### src/rtl/gpr_wr_sched.sv
// Write-port scheduler: captures up to three register writes per instruction and
// drains them through the single register-file write port in the order ovf, link, main.
module gpr_wr_sched #(
    parameter int unsigned DW       = 32,
    parameter int unsigned AW       = 5,
    parameter int unsigned LINK_REG = 31,
    parameter int unsigned OVF_REG  = 30,
    parameter int unsigned OVF_VAL  = 1,
    parameter int unsigned CNT_W    = 16
) (
    input  logic             clk,
    input  logic             rst,
    input  logic             RegWr,
    input  logic [AW-1:0]    rw,
    input  logic [DW-1:0]    busW,
    input  logic             jal_sel,
    input  logic [DW-1:0]    jalsw,
    input  logic             over,
    output logic             wr_en,
    output logic [AW-1:0]    wr_addr,
    output logic [DW-1:0]    wr_data,
    output logic             busy,
    output logic [CNT_W-1:0] wr_cnt
);

    localparam logic [AW-1:0] LINK_A = AW'(LINK_REG);
    localparam logic [AW-1:0] OVF_A  = AW'(OVF_REG);
    localparam logic [DW-1:0] OVF_D  = DW'(OVF_VAL);

    typedef enum logic {
        IDLE,
        DRAIN
    } state_t;

    typedef struct packed {
        logic [AW-1:0] addr;
        logic [DW-1:0] data;
    } ent_t;

    // Entry slots: 0 = overflow flag, 1 = link, 2 = main (also the issue order)
    state_t           state_q, state_d;
    logic [2:0]       pend_q, pend_d;
    ent_t [2:0]       ent_q, ent_d;
    logic             wr_en_d;
    logic [AW-1:0]    wr_addr_d;
    logic [DW-1:0]    wr_data_d;
    logic [CNT_W-1:0] cnt_q, cnt_d;

    logic [2:0]       cand_v;
    logic [2:0]       rem_v;
    ent_t [2:0]       cand_e;
    ent_t             iss;

    // State and output registers
    always_ff @(posedge clk) begin
        if (!rst) begin
            state_q <= IDLE;
            pend_q  <= '0;
            ent_q   <= '0;
            wr_en   <= 1'b0;
            wr_addr <= '0;
            wr_data <= '0;
            cnt_q   <= '0;
        end else begin
            state_q <= state_d;
            pend_q  <= pend_d;
            ent_q   <= ent_d;
            wr_en   <= wr_en_d;
            wr_addr <= wr_addr_d;
            wr_data <= wr_data_d;
            cnt_q   <= cnt_d;
        end
    end

    // Capture in IDLE or continue draining, then issue the first pending entry
    always_comb begin
        state_d   = state_q;
        pend_d    = pend_q;
        ent_d     = ent_q;
        wr_en_d   = 1'b0;
        wr_addr_d = wr_addr;
        wr_data_d = wr_data;
        cnt_d     = cnt_q;
        cand_v    = pend_q;
        cand_e    = ent_q;
        iss       = '0;
        rem_v     = '0;

        if (state_q == IDLE) begin
            cand_e[0].addr = OVF_A;
            cand_e[0].data = OVF_D;
            cand_e[1].addr = LINK_A;
            cand_e[1].data = jalsw;
            cand_e[2].addr = rw;
            cand_e[2].data = busW;
            // Entries targeting $0 are dropped here and never issue
            if (RegWr) begin
                cand_v = {(rw != '0), (jal_sel && (LINK_A != '0)), (over && (OVF_A != '0))};
            end else begin
                cand_v = 3'b000;
            end
            ent_d = cand_e;
        end

        if (cand_v[0]) begin
            iss   = cand_e[0];
            rem_v = cand_v & 3'b110;
        end else if (cand_v[1]) begin
            iss   = cand_e[1];
            rem_v = cand_v & 3'b100;
        end else begin
            iss   = cand_e[2];
            rem_v = 3'b000;
        end

        if (cand_v != 3'b000) begin
            wr_en_d   = 1'b1;
            wr_addr_d = iss.addr;
            wr_data_d = iss.data;
            pend_d    = rem_v;
            state_d   = (rem_v != 3'b000) ? DRAIN : IDLE;
            if (cnt_q != '1) begin
                cnt_d = cnt_q + CNT_W'(1);
            end
        end else begin
            pend_d  = 3'b000;
            state_d = IDLE;
        end
    end

    assign busy   = (state_q == DRAIN);
    assign wr_cnt = cnt_q;

endmodule
### config.mk
export PLATFORM = sky130hd
export DESIGN_NAME = gpr_wr_sched
export DESIGN_NICKNAME = d
export VERILOG_FILES = /design/src/rtl/gpr_wr_sched.sv
export SDC_FILE = /design/constraint.sdc
export NUM_CORES = 1
export LEC_CHECK = 0
export CAP_MARGIN = 25
export CORE_ASPECT_RATIO = 0.75
export CORE_MARGIN = 2
export CORE_UTILIZATION = 35
export CTS_CLUSTER_DIAMETER = 200
export CTS_CLUSTER_SIZE = 20
export DETAILED_ROUTE_END_ITERATION = 6
export PLACE_DENSITY = 0.67
export SKIP_CTS_REPAIR_TIMING = 1
export SLEW_MARGIN = 20
export SYNTH_ARGS = -nofsm -noshare
export SYNTH_HDL_FRONTEND = slang
export SYNTH_SLANG_ARGS = --single-unit
### constraint.sdc
create_clock -name clk -period 2.45 [get_ports clk]
set_input_delay 0.3675 -clock clk [delete_from_list [all_inputs] [get_ports clk]]
set_output_delay 0.3675 -clock clk [all_outputs]
set_load 0.005 [all_outputs]
==> tab_implementation.tex <==
\begin{tabular}{lr}
\hline
Metric & Value \\
\hline
\multicolumn{2}{l}{\textbf{Run status}} \\
Outcome & finished clean \\
\multicolumn{2}{l}{\textbf{Placement}} \\
Placed insts & 807 \\
IO Port Bufs & 128 \\
Half-perimeter wire length after placement & 8950 µm \\
Gpl congestion & 0.755 \\
Placed Instance Area & 7050 µm² \\
\multicolumn{2}{l}{\textbf{Floorplan}} \\
Total I/O pin count & 129 \\
Initial Utilization & 36.2\% \\
Num rows & 39 \\
DIE HEIGHT & 113 µm \\
Die area & 16900 µm² \\
Width of the die & 150 µm \\
Core area & 15400 µm² \\
\multicolumn{2}{l}{\textbf{Finish}} \\
Fin cells & 838 \\
Multi-input combinational cell area & 2720 µm² \\
Layout-stage area growth over the synthesis result & 37.8\% \\
Antenna Cells & 0 \\
Summed area of non-filler cells in the final layout & 7670 µm² \\
FF/Latch Area & 2630 µm² \\
Fraction of layout instances using a drive strength above 1 & 13.1\% \\
Fillcell total & 1339 \\
Nets@finish & 696 \\
\multicolumn{2}{l}{\textbf{Timing}} \\
Number of endpoints failing setup at the final stage & 0 \\
Final hold violation count & 0 \\
Actual slew at the worst max-slew pin & 534 ps \\
Setup repair after global routing missed its margin & false \\
Max-slew violation count & 0 \\
Post-layout min period & 2140 ps \\
Setup Skew & 7.47 ps \\
Part of the cycle the worst path needs & 87.2\% \\
Max frequency & 468 MHz \\
Headroom to the max-slew limit & 64.4\% \\
Hold slack & 457 ps \\
Accumulated negative setup slack & 0 ps \\
\multicolumn{2}{l}{\textbf{Yosys}} \\
Sequential fraction of the synthesis area & 47.1\% \\
Ys async rst share & 0\% \\
Most frequently used flop master after synthesis & sky130\_fd\_sc\_hd\_\_dfxtp\_1 \\
Multiplexer share of the synthesized area & 25.7\% \\
Adder-cell area share of the yosys netlist & 0.225\% \\
Distinct cell type count of the synthesized netlist & 43 \\
Number of instances in the synthesized netlist & 505 \\
Biggest area consumer among synthesized cells & sky130\_fd\_sc\_hd\_\_dfxtp\_1 \\
Largest family of logic cells by synthesized area & multiplexers \\
Number of nets produced by synthesis & 580 \\
Share of the synthesized netlist area taken by xor and xnor gates & 0.157\% \\
Mapped Area & 5560 µm² \\
Top post-synthesis cells by count & sky130\_fd\_sc\_hd\_\_dfxtp\_1 (131), sky130\_fd\_sc\_hd\_\_nor2\_1 (74), sky130\_fd\_sc\_hd\_\_mux2i\_1 (71), sky130\_fd\_sc\_hd\_\_a22o\_1 (33), sky130\_fd\_sc\_hd\_\_mux4\_2 (31) \\
Yosys top cell area share & 47.1\% \\
Post-synthesis register bit count & 131 \\
Most frequent cell after synthesis & sky130\_fd\_sc\_hd\_\_dfxtp\_1 \\
Leading cell types by total area after synthesis & sky130\_fd\_sc\_hd\_\_dfxtp\_1 (47\%), sky130\_fd\_sc\_hd\_\_mux2i\_1 (13\%), sky130\_fd\_sc\_hd\_\_mux4\_2 (13\%) \\
Syn Area/Cell & 11.0 µm² \\
EDFF count, synth & 0 \\
Complex-gate fraction of the synthesized area & 11.9\% \\
Yosys warnings & 0 \\
Fraction of the mapped netlist area in simple logic gates & 10.8\% \\
\multicolumn{2}{l}{\textbf{Pwr}} \\
Relative contribution of the clock network to total power & 45.6\% \\
Worst-case vdd ir drop & 0.000408 V \\
Switch share & 22.3\% \\
Internal power & 4.47 mW \\
Net Sw Power & 1.29 mW \\
Cell Pwr Density & 751 nW/µm² \\
Leakage power of the design & 2.78 nW \\
Combinational power share & 13.2\% \\
Part of the total power dissipated in sequential elements & 41.2\% \\
\multicolumn{2}{l}{\textbf{GRT}} \\
Total global routing overflow & 0 \\
Vias in the first global route & 4296 \\
Antenna violations before repair & 0 \\
All-Layer GR Usage & 16.4\% \\
Largest net degree at the start of global routing & 78 \\
First-pass GRT wire length & 22000 µm \\
\multicolumn{2}{l}{\textbf{CTS}} \\
CTS tree & yes \\
Clock latency on the worst-skew pair & 410 ps \\
H-tree Lvls & 4 \\
Clock Sink Count & 131 \\
Clock-pin slew of the registers on the worst-case setup and hold paths & 50 ps \\
TritonCTS Buffers & 17 \\
Library cell used as clock root buffer & sky130\_fd\_sc\_hd\_\_clkbuf\_16 \\
Longest Clk Path Bufs & 2 \\
\multicolumn{2}{l}{\textbf{Routing}} \\
Post-route DRC violation count & 0 \\
Number of nets still failing antenna checks after routing & 0 \\
Detailed-route vias per instance & 5.10 \\
Number of DRC markers after the initial detailed-route iteration & 261 \\
DRT Wirelength & 13600 µm \\
Average detailed-routed wire length per instance & 16.2 µm \\
Pre-Repair DR Iteration Count & 4 \\
DR vias & 4272 \\
\multicolumn{2}{l}{\textbf{Critical path}} \\
Chain of cells forming the critical path & inv\_2 > mux2i\_4 > a21o\_1 > or4\_1 > a21oi\_1 \\
Sum of buffers and inverters on the critical path & 1 \\
Cell family contributing the most delay on the critical path & flip-flops \\
Required time of the critical path & 2790 ps \\
Type of element launching the critical path & register \\
Slowest Stage Delay on Critical Path & 570 ps \\
Arrival time worst endpoint & 2470 ps \\
Critical Path Slowest Stage Cell & sky130\_fd\_sc\_hd\_\_dfxtp\_4 \\
Max FO, Critical Path & 24 \\
Kind of end point of the critical path & register \\
Kind of critical path & register to register \\
\multicolumn{2}{l}{\textbf{Worst hold path}} \\
Worst hold-check path type & register to register \\
\multicolumn{2}{l}{\textbf{Run}} \\
MaxCap Viol Count & 0 \\
\hline
\end{tabular}
## worst register-to-register path: cells and delay by family, from the launching register on
family                 cells  cell delay, ps
AND/OR/NAND/NOR            1             470
flip-flops                 1             570
multiplexers               1             270
buffers and inverters      1             230
AO/OA/AOI/OAI              2             530
## layout make-up
type                            instances  area share (%)
Clock inverter                          8            1.58
Timing Repair Buffer                  137            18.6
Tap cell                              205            3.35
Multi-Input combinational cell        329            35.5
Sequential cell                       131            34.3
Inverter                                5           0.245
Clock buffer                           23            6.51
## routing by layer
layer	global-route usage [%]	vias up	part of all wire, %
met5	0	-	0
met4	3.68	0	0.60
met3	4.96	9	5.2
met2	25.8	109	46
met1	22.4	2070	48
li1	-	2084	-
## sequential cells by signal (all words and copies together) (netlist names)
register	count
wr_en	1
wr_cnt	16
ent_q	74
busy	1
pend_q	2
wr_data	32
wr_addr	5
## layout by cell type, fill, tap and decap left out, drive strengths merged, types with 2 or more instances in the layout
cell / instances
a21oi: 14
a22o: 33
a22oi: 2
a31oi: 4
and3: 5
buf: 9
bufinv: 3
clkbuf: 23
clkdlybuf4s50: 128
clkinv: 3
dfxtp: 131
inv: 6
mux2i: 72
mux4: 31
nand2: 18
nand2b: 5
nand3: 8
nand4: 6
nor2: 74
nor2b: 2
nor4: 3
o21a: 10
o21ai: 18
o221a: 3
or3: 7
## through the flow
stage / total power [mW] / worst slack (ps) / utilization [%]
2_1_floorplan: 2.81 / 726 / -
3_3_place_gp: 3.15 / 88.7 / 45.8
3_5_place_dp: 3.18 / 37.4 / 45.8
4_1_cts: 5.83 / 317 / 49.9
5_1_grt: 6.01 / 147 / 49.9
6_report: 5.76 / 313 / 49.9
## kinds of logic (layout without fill, tap and decap cells)
group	after synthesis	in the layout
AND/OR/NAND/NOR	133	133
flip-flops	131	131
multiplexers	103	103
AO/OA/AOI/OAI	91	91
buffers and inverters	45	173
adder cells (fa/ha/maj)	1	1
XOR/XNOR	1	1
## worst paths after layout
path              slack (ps)          to  cells after the start  startpoint
setup / recovery         310   wr_cnt[8]                      5        busy
hold / removal           460  ent_q[109]                      2  ent_q[109]
setup reg to reg         310   wr_cnt[8]                      5        busy
hold reg to reg          460  ent_q[109]                      2  ent_q[109]
## power groups by stage
stage                     clock (mW)  combinational (mW)  sequential (mW)
after global routing            2.80               0.827             2.39
after floorplan                    0               0.415             2.39
final                           2.63               0.758             2.37
after CTS                       2.69               0.767             2.37
after detailed placement           0               0.762             2.42
after global placement             0               0.745             2.40
Note: power is estimated with default switching activity, not from simulation.
